<file path="config.mk">
export PLATFORM = sky130hd
export DESIGN_NAME = gray_updown_counter
export DESIGN_NICKNAME = d
export VERILOG_FILES = /design/src/rtl/gray_pkg.sv /design/src/rtl/gray_to_bin.sv /design/src/rtl/gray_updown_counter.sv
export SDC_FILE = /design/constraint.sdc
export NUM_CORES = 1
export LEC_CHECK = 0
export ABC_CLOCK_PERIOD_IN_PS = 4900
export BUFFER_PORTS_ARGS = -buffer_cell sky130_fd_sc_hd__buf_2
export CORE_UTILIZATION = 38
export DETAILED_ROUTE_END_ITERATION = 8
export GPL_TIMING_DRIVEN = 0
export PLACE_DENSITY = 0.66
export SYNTH_ARGS = -nofsm -noshare
export SYNTH_HDL_FRONTEND = slang
export SYNTH_SLANG_ARGS = --single-unit
</file>
<file path="constraint.sdc">
create_clock -name clk -period 4.9 [get_ports clk]
set_input_delay 0.49 -clock clk [delete_from_list [all_inputs] [get_ports clk]]
set_output_delay 0.49 -clock clk [all_outputs]
set_load 0.01 [all_outputs]
</file>
<file path="src/rtl/gray_pkg.sv">
// ============================================================================
// Module   : gray_pkg
// Purpose  : Shared Gray/binary conversion helpers and counter width limits.
// Revision : 1.0 - initial release
// ============================================================================
`default_nettype none

package gray_pkg;

  localparam int c_WIDTH_MIN = 2;
  localparam int c_WIDTH_MAX = 16;

  // Helpers operate on the widest legal word; callers zero-extend and truncate.
  typedef logic [c_WIDTH_MAX-1:0] gray_word_t;

  function automatic gray_word_t bin2gray(input gray_word_t b);
    return b ^ (b >> 1);
  endfunction

  function automatic gray_word_t gray2bin(input gray_word_t g);
    gray_word_t b;
    b[c_WIDTH_MAX-1] = g[c_WIDTH_MAX-1];
    for (int i = c_WIDTH_MAX-2; i >= 0; i--) begin
      b[i] = b[i+1] ^ g[i];
    end
    return b;
  endfunction

endpackage

`default_nettype wire

</file>
<file path="src/rtl/gray_to_bin.sv">
// ============================================================================
// Module   : gray_to_bin
// Purpose  : Combinational Gray-to-binary XOR prefix chain, MSB first.
// Revision : 1.0 - initial release
// ============================================================================
`default_nettype none

module gray_to_bin #(
  parameter int WIDTH = 4
) (
  input  logic [WIDTH-1:0] gray_i,
  output logic [WIDTH-1:0] bin_o
);

  logic [WIDTH-1:0] chain;

  always_comb begin
    chain[WIDTH-1] = gray_i[WIDTH-1];
    for (int i = WIDTH-2; i >= 0; i--) begin
      chain[i] = chain[i+1] ^ gray_i[i];
    end
  end

  assign bin_o = chain;

endmodule

`default_nettype wire

</file>
<file path="src/rtl/gray_updown_counter.sv">
// ============================================================================
// Module   : gray_updown_counter
// Purpose  : Up/down Gray counter with enable, clear, load, wrap/saturate ends.
// Revision : 1.0 - initial release
// ============================================================================
`default_nettype none

module gray_updown_counter
  import gray_pkg::*;
#(
  parameter int WIDTH = 4,
  parameter bit WRAP  = 1'b1
) (
  input  logic             clk,
  input  logic             rst_n,
  input  logic             ce_i,
  input  logic             up_i,
  input  logic             sclr_i,
  input  logic             load_i,
  input  logic [WIDTH-1:0] din_i,
  output logic [WIDTH-1:0] gray_o,
  output logic [WIDTH-1:0] bin_o,
  output logic             tc_o,
  output logic             ceo_o
);

  generate
    if (WIDTH < c_WIDTH_MIN || WIDTH > c_WIDTH_MAX) begin : g_width_check
      $error("gray_updown_counter: WIDTH out of range");
    end
  endgenerate

  localparam logic [WIDTH-1:0] c_ONE = WIDTH'(1);
  localparam logic [WIDTH-1:0] c_MAX = '1;

  logic [WIDTH-1:0] gray_q, gray_d;
  logic [WIDTH-1:0] bin_q,  bin_d;
  logic [WIDTH-1:0] din_bin;
  logic             at_end;

  gray_to_bin #(.WIDTH(WIDTH)) u_din_to_bin (
    .gray_i (din_i),
    .bin_o  (din_bin)
  );

  assign at_end = up_i ? (bin_q == c_MAX) : (bin_q == '0);
  assign tc_o   = at_end;
  assign ceo_o  = ce_i & at_end & ~sclr_i & ~load_i;

  // At a range end a saturating counter simply skips the step.
  always_comb begin
    bin_d  = bin_q;
    gray_d = gray_q;
    if (sclr_i) begin
      bin_d  = '0;
      gray_d = '0;
    end else if (load_i) begin
      bin_d  = din_bin;
      gray_d = din_i;
    end else if (ce_i && (WRAP || !at_end)) begin
      bin_d  = up_i ? (bin_q + c_ONE) : (bin_q - c_ONE);
      gray_d = WIDTH'(bin2gray(gray_word_t'(bin_d)));
    end
  end

  always_ff @(posedge clk or negedge rst_n) begin
    if (!rst_n) begin
      bin_q  <= '0;
      gray_q <= '0;
    end else begin
      bin_q  <= bin_d;
      gray_q <= gray_d;
    end
  end

  assign gray_o = gray_q;
  assign bin_o  = bin_q;

endmodule

`default_nettype wire

</file>
== After elaboration in Yosys (flattened, before gate mapping) ==
Index checks and enable logic that the tools add are counted.
Word-level totals
  register bits after elaboration: 8
  input bits: 10
  output and inout port bits: 10
  logic and storage cells: 24
Operators by class
  add/sub/neg operators: 2
  equal/unequal tests: 1
  muxes and demuxes: 8
  bitwise gates (word level): 9
  reduce and logical (&&, ||, !) cells: 2
Operators by type and width (count)
  $mux W4: 7
  $add A4 B1 Y4 const B: 1
  $eq A4 B4 Y1 const B: 1
  $logic_not A4 Y1: 1
  $sub A4 B1 Y4 const B: 1
  $xor A4 B3 Y4: 1
  $and A1 B1 Y1: 3
  $reduce_bool A3 Y1: 1
  $xor A1 B1 Y1: 3
  $not A1 Y1: 2
  $mux W1: 1

== Logic depth before layout (Yosys ltp) ==
  word-level depth: 6
  depth in mapped cells: 6

== Modules after synthesis ==
A second synthesis with hierarchy kept.
Unflattened totals
  cell total of the unflattened synthesis: 66
  area, all modules: 626.9 sq um
Modules (own cells, without submodules)
  gray_updown_counter: times used 1, cells an instance 61, area an instance 576.8 sq um, sequential area each 200.2 sq um
  gray_to_bin: times used 1, cells an instance 5, area an instance 50.0 sq um, sequential area each 0.0 sq um

== Worst setup path after synthesis ==
OpenSTA, ideal clock, no wires.
  kind: flip-flop to output port
  start: register bin_q[0] (netlist: bin_o[0])
  end: output ceo_o
  arrival time: 1.438 ns
  slack: 2.972 ns
  stages on the path, launching flop included: 4
  buffers on the path: 0
  cells stage by stage: dfrtp_1 -> or4_1 -> o21ai_1 -> and2_1
On the way
  longest elaborated chain between the ends: 5
  elaborated cells between the ends (all ways): 6
  those cells by class: 1 x eq/ne; 1 x mux; 3 x bitwise; 1 x reduce/logical
Ends and longest elaborated chain
  start: declaration: RTL line gray_updown_counter.sv:37  | logic [WIDTH-1:0] bin_q, bin_d;
  start signal: assignment: RTL line gray_updown_counter.sv:71  | bin_q <= bin_d;
  $eq A4 B4 Y1 / $logic_not A4 Y1 (equally long branches): RTL line gray_updown_counter.sv:46  | assign at_end = up_i ? (bin_q == c_MAX) : (bin_q == '0);
  $mux W1 *: RTL line gray_updown_counter.sv:46
  net tc_o: RTL line gray_updown_counter.sv:23  | output logic tc_o,
  $and A1 B1 Y1 * (3 in a row): RTL line gray_updown_counter.sv:48  | assign ceo_o = ce_i & at_end & ~sclr_i & ~load_i;
  end: declaration: RTL line gray_updown_counter.sv:24  | output logic ceo_o
Mark *: on every way through the listed nets, which the timed path passes. The rest lies on a longest branch.

== Worst setup path in the final report ==
  start: register bin_q[0] (netlist: bin_o[0])
  end: output ceo_o
On the way
  longest elaborated chain between the ends: 5
  elaborated cells between the ends (all ways): 6
  those cells by class: 1 x eq/ne; 1 x mux; 3 x bitwise; 1 x reduce/logical
Ends and longest elaborated chain (RTL line)
  $eq A4 B4 Y1 / $logic_not A4 Y1 (equally long branches): gray_updown_counter.sv:46
  $mux W1 *: gray_updown_counter.sv:46
  $and A1 B1 Y1 * (3 in a row): gray_updown_counter.sv:48
Every way passes the cells marked *; elsewhere a longest branch is shown, timed or not.

==> results.json <==
{
  "dr.first_iter.drc_count": 9,
  "track_usage": 0.1762,
  "place_congestion": 0.7674,
  "yosysWarnings": 0,
  "antenna_cells": 0,
  "power_density_mw_per_mm2": 292.7,
  "syn_avg_cell_area_um2": 8.817,
  "pre_cts_slack_ns": 2.724,
  "detail_route.vias_per_cell": 5.327,
  "io_buffers": 18,
  "synthMostInstantiatedCell": "xnor2_1",
  "die_height_um": 40.54,
  "peakVddDrop_v": 0.0001576,
  "die_x_um": 40.54,
  "grt_antenna_before_repair": 0,
  "crit_fanout": 7,
  "core_region_area_mm2": 0.001334,
  "syn_inst": 64,
  "cts_hold_buffers": 0,
  "synth_edf_count": 0,
  "maxSlewViolCount": 0,
  "post_cts_buffers": 0,
  "ys_types": 28,
  "clock_skew_ns": 0.004037,
  "critical_path_class": "flip-flop to primary output",
  "start_util": 0.4231,
  "rsz0062_at_grt": "false",
  "cts_buffer_depth": 2,
  "drtAntennaViolNets": 0,
  "root_buffer": "clkbuf_4",
  "hp-class": "input port to asynchronous set/reset pin",
  "pin_count": 20,
  "htree_num_levels": 1,
  "synth.area.top_cells": "dfrtp_1, xnor2_1, a211oi_1",
  "min_period_over_period": 0.4501,
  "synth_area_leader_cell": "dfrtp_1",
  "synth_seq_area_share": 0.3104,
  "finish.utilization": 0.5244,
  "area_delta_synth_final_pct": 23.95,
  "p_leak_uw": 0.0003396,
  "yosys-top-cells-count": "xnor2_1, dfrtp_1, nor2_1",
  "max_freq_ghz": 0.4534,
  "clk_pin_slew_ns": 0.06,
  "synth_fp_nets": 77,
  "drive_gt1_frac": 0.3023,
  "cts_buffers": 3,
  "timing.rr.start": "bin_o[0]",
  "hold_viol_final": 0,
  "cp-start-kind": "flip-flop",
  "p_total_uw": 204.7,
  "cp_data_required_time_ns": 4.41,
  "drv_cap": 0,
  "ys_dominant_reg_cell": "dfrtp_1",
  "first_pass_iters": 4,
  "drc": 0,
  "num_rows": 13,
  "cts_resized": 0,
  "dp_hpwl_um": 931.7,
  "grt_pass1_vias": 452,
  "tightest_slew_ns": 0.3974,
  "r2r_cells": 6,
  "end_kind": "primary output",
  "fin_setup_tns_ns": 0,
  "rrSetupSlack_ns": 3.01,
  "max_slew_margin": 0.7350,
  "status": "finished clean",
  "clk_latency_ns": 0.26,
  "vias": 538,
  "wl_per_cell_um": 12.24,
  "syn_area_um2": 564.3,
  "gr-total-overflow": 0,
  "grt_pass1_wl_um": 1869,
  "ys_ff_latch": 7,
  "nets": 100,
  "worstPathArrival_ns": 1.72,
  "totalWireLength_um": 1236,
  "setup_viol": 0,
  "fin_ws_ns": 2.695,
  "grt_max_degree": 11,
  "synth-async-reset-ratio": 1.000,
  "synth_top_area_frac": 0.3104,
  "period_minus_slack_ns": 2.205,
  "cts_tree": "yes",
  "worst_r2r_endpoint": "gray_o[1]",
  "die_area_mm2": 0.001643,
  "clkSinkCount": 7
}
## final cells by class
type,instances,area [um^2]
Sequential cell,7,175.2
Clock buffer,4,26.28
Tap cell,15,18.77
Multi-Input combinational cell,48,350.3
Buffer,4,20.02
Timing Repair Buffer,18,90.09
Inverter,5,18.77
Fill cell,144,634.4
## sequential cells by signal, indices dropped and copies added (netlist names)
name / count
bin_o: 3
gray_o: 4
## kinds of logic (layout without fill, tap and decap cells)
group	Yosys count	count (layout)	share of synthesized area
compound gates	15	15	0.1752
xor+xnor	10	10	0.1552
fa+ha+maj	3	3	0.07982
buf+inv	9	31	0.06872
flops	7	7	0.3104
mux	1	1	0.01774
simple gates	19	19	0.1929
## report_power, final
part	switching, uW	internal (uW)
combinational	39.2	38.1
clock	25.1	31.3
sequential	7.11	63.9
## critical path: stages, from the launching register on
cell and delay [ns]:
dfrtp_1 0.46, or4_1 0.54, o21ai_1 0.19, and2_1 0.15, buf_2 0.12
## worst max-delay path by stage
stage	from	to	depth (start not counted)
floorplan	bin_o[0]	ceo_o	3
global placement	up_i	gray_o[3]	7
detailed placement	up_i	gray_o[3]	7
CTS	bin_o[0]	ceo_o	4
global route	bin_o[0]	ceo_o	4
finish	bin_o[0]	ceo_o	4
## metal layers
| metal | up-vias | GRT usage | share of wire |
|---|---|---|---|
| met4 | 0 | 0.07500 | 0.011 |
| li1 | 268 | - | - |
| met3 | 4 | 0.05000 | 0.059 |
| met1 | 245 | 0.2148 | 0.46 |
| met5 | - | 0 | 0 |
| met2 | 21 | 0.2857 | 0.47 |
## cell usage in the layout, fill, tap and decap left out
cell        n
a211oi_1    6
a21oi_1     5
a22oi_1     1
and2_1      1
and3_1      1
and3_2      1
and4_4      1
buf_1       1
buf_2      19
buf_4       1
clkbuf_1    2
clkbuf_4    3
dfrtp_1     7
fa_1        1
ha_1        2
inv_1       5
mux2i_1     1
nand2_1     2
nand3_1     1
nand3_2     1
nor2_1      7
nor2b_1     1
nor3b_1     1
o211ai_1    1
o21ai_1     1
o2bb2ai_1   1
or4_1       2
xnor2_1     9
xor2_1      1
## stage by stage
step / hold WS, ns / cells / instance area, um^2
2_1_floorplan: 0.1944 / 64 / 564.3
3_3_place_gp: 0.3333 / 97 / 673.1
3_5_place_dp: 0.3384 / 97 / 673.1
4_1_cts: 0.05801 / 101 / 699.4
5_1_grt: 0.05738 / 101 / 699.4
6_report: 0.05423 / 101 / 699.4
No activity file was read; power rests on OpenSTA's default activity.
